`src/rtl/deadlock_watchdog.sv`:
```
// Deadlock watchdog: debounces the deadlock monitor's block flag over THRESH
// consecutive cycles, then emits one onset report beat and halts until cleared.
`timescale 1ns/1ps

module deadlock_watchdog #(
    parameter int AXIS_W = 12,
    parameter int IDLE_W = 21,
    parameter int BLK_W  = 16,
    parameter int THRESH = 16,
    parameter int CNT_W  = 32
) (
    input  logic              clock,
    input  logic              reset_n,
    input  logic              enable,
    input  logic              clear,
    input  logic              block_in,
    input  logic [AXIS_W-1:0] axis_block_sigs,
    input  logic [IDLE_W-1:0] inst_idle_sigs,
    input  logic [BLK_W-1:0]  inst_block_sigs,
    output logic              rpt_valid,
    input  logic              rpt_ready,
    output logic [CNT_W-1:0]  rpt_cycle,
    output logic [AXIS_W-1:0] rpt_axis,
    output logic [IDLE_W-1:0] rpt_idle,
    output logic [BLK_W-1:0]  rpt_blk,
    output logic              deadlock,
    output logic [7:0]        glitch_cnt
);

    localparam int RUN_W = $clog2(THRESH + 1);

    typedef enum logic [2:0] {
        S_IDLE,
        S_ARMED,
        S_PENDING,
        S_REPORT,
        S_HALTED
    } state_e;

    state_e             state_q, state_d;
    logic [RUN_W-1:0]   run_cnt_q, run_cnt_d;
    logic [7:0]         glitch_q, glitch_d;
    logic [CNT_W-1:0]   cyc_cnt_q;

    // Onset snapshot of the episode in progress; only promoted to the report
    // outputs once the episode qualifies, so aborted episodes never leak out.
    logic [CNT_W-1:0]   cap_cycle_q;
    logic [AXIS_W-1:0]  cap_axis_q;
    logic [IDLE_W-1:0]  cap_idle_q;
    logic [BLK_W-1:0]   cap_blk_q;

    logic [CNT_W-1:0]   rpt_cycle_q;
    logic [AXIS_W-1:0]  rpt_axis_q;
    logic [IDLE_W-1:0]  rpt_idle_q;
    logic [BLK_W-1:0]   rpt_blk_q;

    logic               capture;
    logic               load_rpt;

    // NOTE: every variable driven here gets a default first, so no path can infer a latch.
    always_comb begin
        state_d   = state_q;
        run_cnt_d = run_cnt_q;
        glitch_d  = glitch_q;
        capture   = 1'b0;
        load_rpt  = 1'b0;

        case (state_q)
            S_IDLE: begin
                if (enable) state_d = S_ARMED;
            end
            S_ARMED: begin
                if (!enable) begin
                    state_d   = S_IDLE;
                    run_cnt_d = '0;
                end else if (block_in) begin
                    capture   = 1'b1;
                    run_cnt_d = RUN_W'(1);
                    if (THRESH == 1) begin
                        state_d  = S_REPORT;
                        load_rpt = 1'b1;
                    end else begin
                        state_d = S_PENDING;
                    end
                end
            end
            S_PENDING: begin
                if (!enable) begin
                    state_d   = S_IDLE;
                    run_cnt_d = '0;
                end else if (block_in) begin
                    run_cnt_d = run_cnt_q + RUN_W'(1);
                    if (run_cnt_q == RUN_W'(THRESH - 1)) begin
                        state_d  = S_REPORT;
                        load_rpt = 1'b1;
                    end
                end else begin
                    state_d   = S_ARMED;
                    run_cnt_d = '0;
                    if (glitch_q != 8'hFF) glitch_d = glitch_q + 8'd1;
                end
            end
            S_REPORT: begin
                if (rpt_ready) state_d = S_HALTED;
            end
            S_HALTED: begin
                if (clear) begin
                    state_d   = S_ARMED;
                    run_cnt_d = '0;
                end
            end
            default: begin
                state_d   = S_IDLE;
                run_cnt_d = '0;
            end
        endcase
    end

    // NOTE: sequential state uses non-blocking assignments so all registers update from pre-edge values.
    always_ff @(posedge clock or negedge reset_n) begin
        if (!reset_n) begin
            state_q   <= S_IDLE;
            run_cnt_q <= '0;
            glitch_q  <= '0;
            cyc_cnt_q <= '0;
        end else begin
            state_q   <= state_d;
            run_cnt_q <= run_cnt_d;
            glitch_q  <= glitch_d;
            if (enable && (cyc_cnt_q != '1)) cyc_cnt_q <= cyc_cnt_q + CNT_W'(1);
        end
    end

    // NOTE: snapshot and report registers are plain flops, not memories, so they are reset like any other state.
    always_ff @(posedge clock or negedge reset_n) begin
        if (!reset_n) begin
            cap_cycle_q <= '0;
            cap_axis_q  <= '0;
            cap_idle_q  <= '0;
            cap_blk_q   <= '0;
        end else if (capture) begin
            cap_cycle_q <= cyc_cnt_q;
            cap_axis_q  <= axis_block_sigs;
            cap_idle_q  <= inst_idle_sigs;
            cap_blk_q   <= inst_block_sigs;
        end
    end

    // With THRESH==1 onset and promotion share one edge, so bypass the snapshot.
    always_ff @(posedge clock or negedge reset_n) begin
        if (!reset_n) begin
            rpt_cycle_q <= '0;
            rpt_axis_q  <= '0;
            rpt_idle_q  <= '0;
            rpt_blk_q   <= '0;
        end else if (load_rpt) begin
            rpt_cycle_q <= capture ? cyc_cnt_q       : cap_cycle_q;
            rpt_axis_q  <= capture ? axis_block_sigs : cap_axis_q;
            rpt_idle_q  <= capture ? inst_idle_sigs  : cap_idle_q;
            rpt_blk_q   <= capture ? inst_block_sigs : cap_blk_q;
        end
    end

    assign rpt_valid  = (state_q == S_REPORT);
    assign deadlock   = (state_q == S_REPORT) || (state_q == S_HALTED);
    assign glitch_cnt = glitch_q;
    assign rpt_cycle  = rpt_cycle_q;
    assign rpt_axis   = rpt_axis_q;
    assign rpt_idle   = rpt_idle_q;
    assign rpt_blk    = rpt_blk_q;

endmodule
```
`config.mk`:
```
export PLATFORM = sky130hd
export DESIGN_NAME = deadlock_watchdog
export DESIGN_NICKNAME = d
export VERILOG_FILES = /design/src/rtl/deadlock_watchdog.sv
export SDC_FILE = /design/constraint.sdc
export NUM_CORES = 1
export LEC_CHECK = 0
export BUFFER_PORTS_ARGS = -buffer_cell sky130_fd_sc_hd__buf_4
export CORE_ASPECT_RATIO = 1.1
export CORE_MARGIN = 2
export CORE_UTILIZATION = 24
export CTS_CLUSTER_SIZE = 10
export DETAILED_ROUTE_END_ITERATION = 6
export SLEW_MARGIN = 20
export SYNTH_ARGS = -nofsm -noshare
export SYNTH_HDL_FRONTEND = slang
export SYNTH_SLANG_ARGS = --single-unit
```
`constraint.sdc`:
```
create_clock -name clock -period 1.6 [get_ports clock]
set_input_delay 0 -clock clock [delete_from_list [all_inputs] [get_ports clock]]
set_output_delay 0 -clock clock [all_outputs]
set_load 0.01 [all_outputs]
```
==> metrics.md <==
| Metric | Value |
|---|---|
| Clock Power Share | `0.340` |
| Yosys reg bits | `210` |
| Peak VDD IR | `1.09 mV` |
| Final wirelength | `roughly 23 mm` |
| Max Root-Sink Buffers | `3` |
| TritonCTS clock tree | `done` |
| Syn Nets | `630` |
| DR WL/cell | `about 16 um` |
| IO buf count | `around 150` |
| EDFF count, synth | `0` |
| Rel. slew slack | `0.628` |
| RSZ-0062 raised after global routing | `true` |
| Ant diodes | `0` |
| Drt pass-1 iters | `4` |
| Final Non-Filler Cells | `between 1k and 1.5k` |
| Most frequent cells in the layout | `216 x buf_4, 208 x dfrtp_1, 126 x mux2_4` |
| DP HPWL | `between 10 and 15 mm` |
| Leak | `~6.7 nW` |
| Sw Ratio | `0.262` |
| Core Area | `36300 um2` |
| PwrDens | `1230 nW/um2` |
| MaxCap Viol Count | `0` |
| Clock sinks | `210` |
| Final setup violation count | `108` |
| Slowest-stage cell, CP | `dfrtp_1` |
| Crit-path max FO | `7` |
| Type of the worst min-delay path | `in -> async` |
| Final Power | `about 17 mW` |
| Violated checks | `setup timing` |
| Sequential share of power | `0.392` |
| Worst path cell trace | `ha_2 -> and3_4 -> ha_4 -> and3_4 -> buf_6 -> buf_12 -> buf_12 -> mux2_4` |
| Synth area leader | `dfrtp_1` |
| Tightest Pin Transition | `roughly 0.56 ns` |
| Root buffer cell | `clkbuf_16` |
| Die Wd | `~190 um` |
| Worst setup SP type | `register` |
| Layout cell share with drive strength beyond 1 | `0.582` |
| Clock latency on the worst-skew pair | `roughly 0.54 ns` |
| CTS H-tree lvls | `1` |
| Die Ht | `between 200 and 250 um` |
| CP endpoint kind | `register` |
| Combinational share of power | `0.268` |
| Nets | `951` |
| Initial antenna violation count | `0` |
| Tmin final | `approximately 1.9 ns` |
| Iter 0 DRT Violations | `between 200 and 250` |
| Setup WS pre-CTS | `-0.262 ns` |
| Via density | `between 4 and 5` |
| Min setup slack post-route | `-0.284 ns` |
| Starting Density | `0.245` |
| Mapped Cells | `between 500 and 600` |
| Status | `finished, violations left` |
| Critical path class | `reg -> reg` |
| Synth Cell Area | `8870 um2` |
| Internal | `approximately 12 mW` |
| Top cells by area, synth | `dfrtp_1 59%, mux2_4 14%, mux2_2 11%` |
| Residual DRC | `0` |
| Worst endpoint required time | `approximately 2 ns` |
| DIE AREA | `a little under 40000 um2` |
| Gr ovfl total | `0` |
| Post-synthesis sequential area ratio | `0.592` |
| Reg clk slew, reported paths | `~0.05 ns` |
| Final Wtd Congestion | `approximately 0.73` |
| Area growth syn-to-layout | `53.0%` |
| Syn. warnings | `0` |
| Critical Path Max Stage Delay | `0.38 ns` |
| Syn Area/Cell | `15.5 um2` |
| Count of cell types in the netlist | `45` |
| Global-route wire length before repair | `33.5 mm` |
| Fin. Hold Viols | `0` |
| Period utilization | `1.18` |
| TNS Setup | `-21.45 ns` |
| Total GRT Usage | `0.107` |
| Async S/R FF share, synth | `1.00` |
| Synth Flop Type | `dfrtp_1` |
| Max Clock Freq | `around 0.53 GHz` |
| Row cnt | `73` |
| Via Count | `5798` |
| Switching power total | `around 4.4 mW` |
| Io pins | `about 150` |
| Arr. time, crit path | `approximately 2.3 ns` |
| Placed insts | `approximately 1.3k` |
| Vias in the first global route | `6123` |
| Max Slew Vio Count | `0` |
| Largest net degree at the start of global routing | `57` |
| Post-DRT Antenna Nets | `0` |
| Commonest non-fill, non-tap cell in the layout | `buf_4` |
| Layout Skew | `between 0.015 and 0.02 ns` |
| CTS buffer count | `27` |
| Top cell type's share of synthesized area | `0.592` |
==> critical path: cells and delay by family, from the launching register on <==
family	cells	cell delay, ns
multiplexers	1	0.29
flip-flops	1	0.38
adder cells (fa/ha/maj)	2	0.35
buffers and inverters	3	0.38
AND/OR/NAND/NOR	2	0.35
==> cells by family after synthesis <==
family                     count (synthesis)  synth area share
and+or+nand+nor                          104            0.0809
muxes                                    165             0.243
buffers and inverters                     31            0.0258
adders and majority gates                  4           0.00564
DFF                                      210             0.592
xor gates and xnor gates                  37            0.0365
AOI/OAI and AO/OA                         20            0.0157
==> per-layer routing <==
metal,up-vias,GRT usage,wire length [um]
met2,127,0.178,10900
met3,29,0.0237,1170
met5,-,0,0
met4,0,0.0266,430
li1,2694,-,-
met1,2948,0.140,10100
==> flip-flops by register name, summed over array words and instances (netlist names) <==
signal,count
cap_axis_q,12
cap_blk_q,16
cap_cycle_q,32
cap_idle_q,21
cyc_cnt_q,32
glitch_cnt,8
rpt_axis,12
rpt_blk,16
rpt_cycle,32
rpt_idle,21
run_cnt_q,5
state_q,3
==> what timing repair did <==
item                                    4_1_cts  5_1_grt
gates cloned                                  2       12
hold buffers                                 53        0
pin swaps                                    14       54
buffers inserted                             13       15
resized for setup                            59       88
hold endpoints to repair                    320        0
endpoints found under the setup margin       96      126
==> cells in the mapped netlist (2+ instances only) <==
library cell    n
and4_1          4
nand3_1        15
nor3_4          2
a31oi_1         4
inv_1           4
clkbuf_2        2
nor4_4          2
nand4_1        19
buf_4           8
clkbuf_1        3
buf_6          10
buf_2           4
nor3b_1         2
mux2_4         80
nand2_1        11
nand4_2         2
nand4b_1        2
a32o_1          2
nor4_1          2
ha_1            4
mux2_2         84
and2_1          5
dfrtp_1       210
and3_1         15
o21ai_0         6
xnor2_1        34
nand3_2         4
nor2_1          9
a21oi_1         3
xor2_1          3
nand2_4         2
==> final cells by class <==
class	count	area [um2]
multi-input combinational	331	3900
clock buffer	37	723
fill	3423	22700
sequential	210	5260
timing repair buffer	318	2970
tap	487	609
inverter	4	15.0
clock inverter	6	97.6
==> power groups by stage <==
stage / sequential (mW) / combinational, mW / clock, mW
floorplan: 6.58 / 2.40 / 0
CTS: 6.56 / 3.94 / 5.87
detailed placement: 6.63 / 3.53 / 0
global route: 6.66 / 4.87 / 6.09
global placement: 6.59 / 3.46 / 0
finish: 6.56 / 4.49 / 5.69
==> per-stage QoR <==
step           hold slack (ns)  utilization  cell area (um2)
4_1_cts                 0.0286        0.356            12900
3_5_place_dp            0.0395        0.309            11200
5_1_grt                 0.0522        0.374            13600
2_1_floorplan           -0.296            -             8980
3_3_place_gp            0.0336        0.309            11200
6_report               0.00973        0.374            13600
==> worst paths after layout <==
check / from / end / slack, ns / cells past startpoint
max in group asynchronous: reset_n / cap_idle_q[1] / 0.97 / 3
max: run_cnt_q[0] / rpt_cycle[4] / -0.28 / 8
min in group clock: block_in / cap_cycle_q[31] / 0.09 / 4
min reg2reg: run_cnt_q[4] / run_cnt_q[4] / 0.47 / 2
min: reset_n / cap_cycle_q[2] / 0.01 / 2
max reg2reg: run_cnt_q[0] / rpt_cycle[4] / -0.28 / 8
No activity file was read; power rests on OpenSTA's default activity.
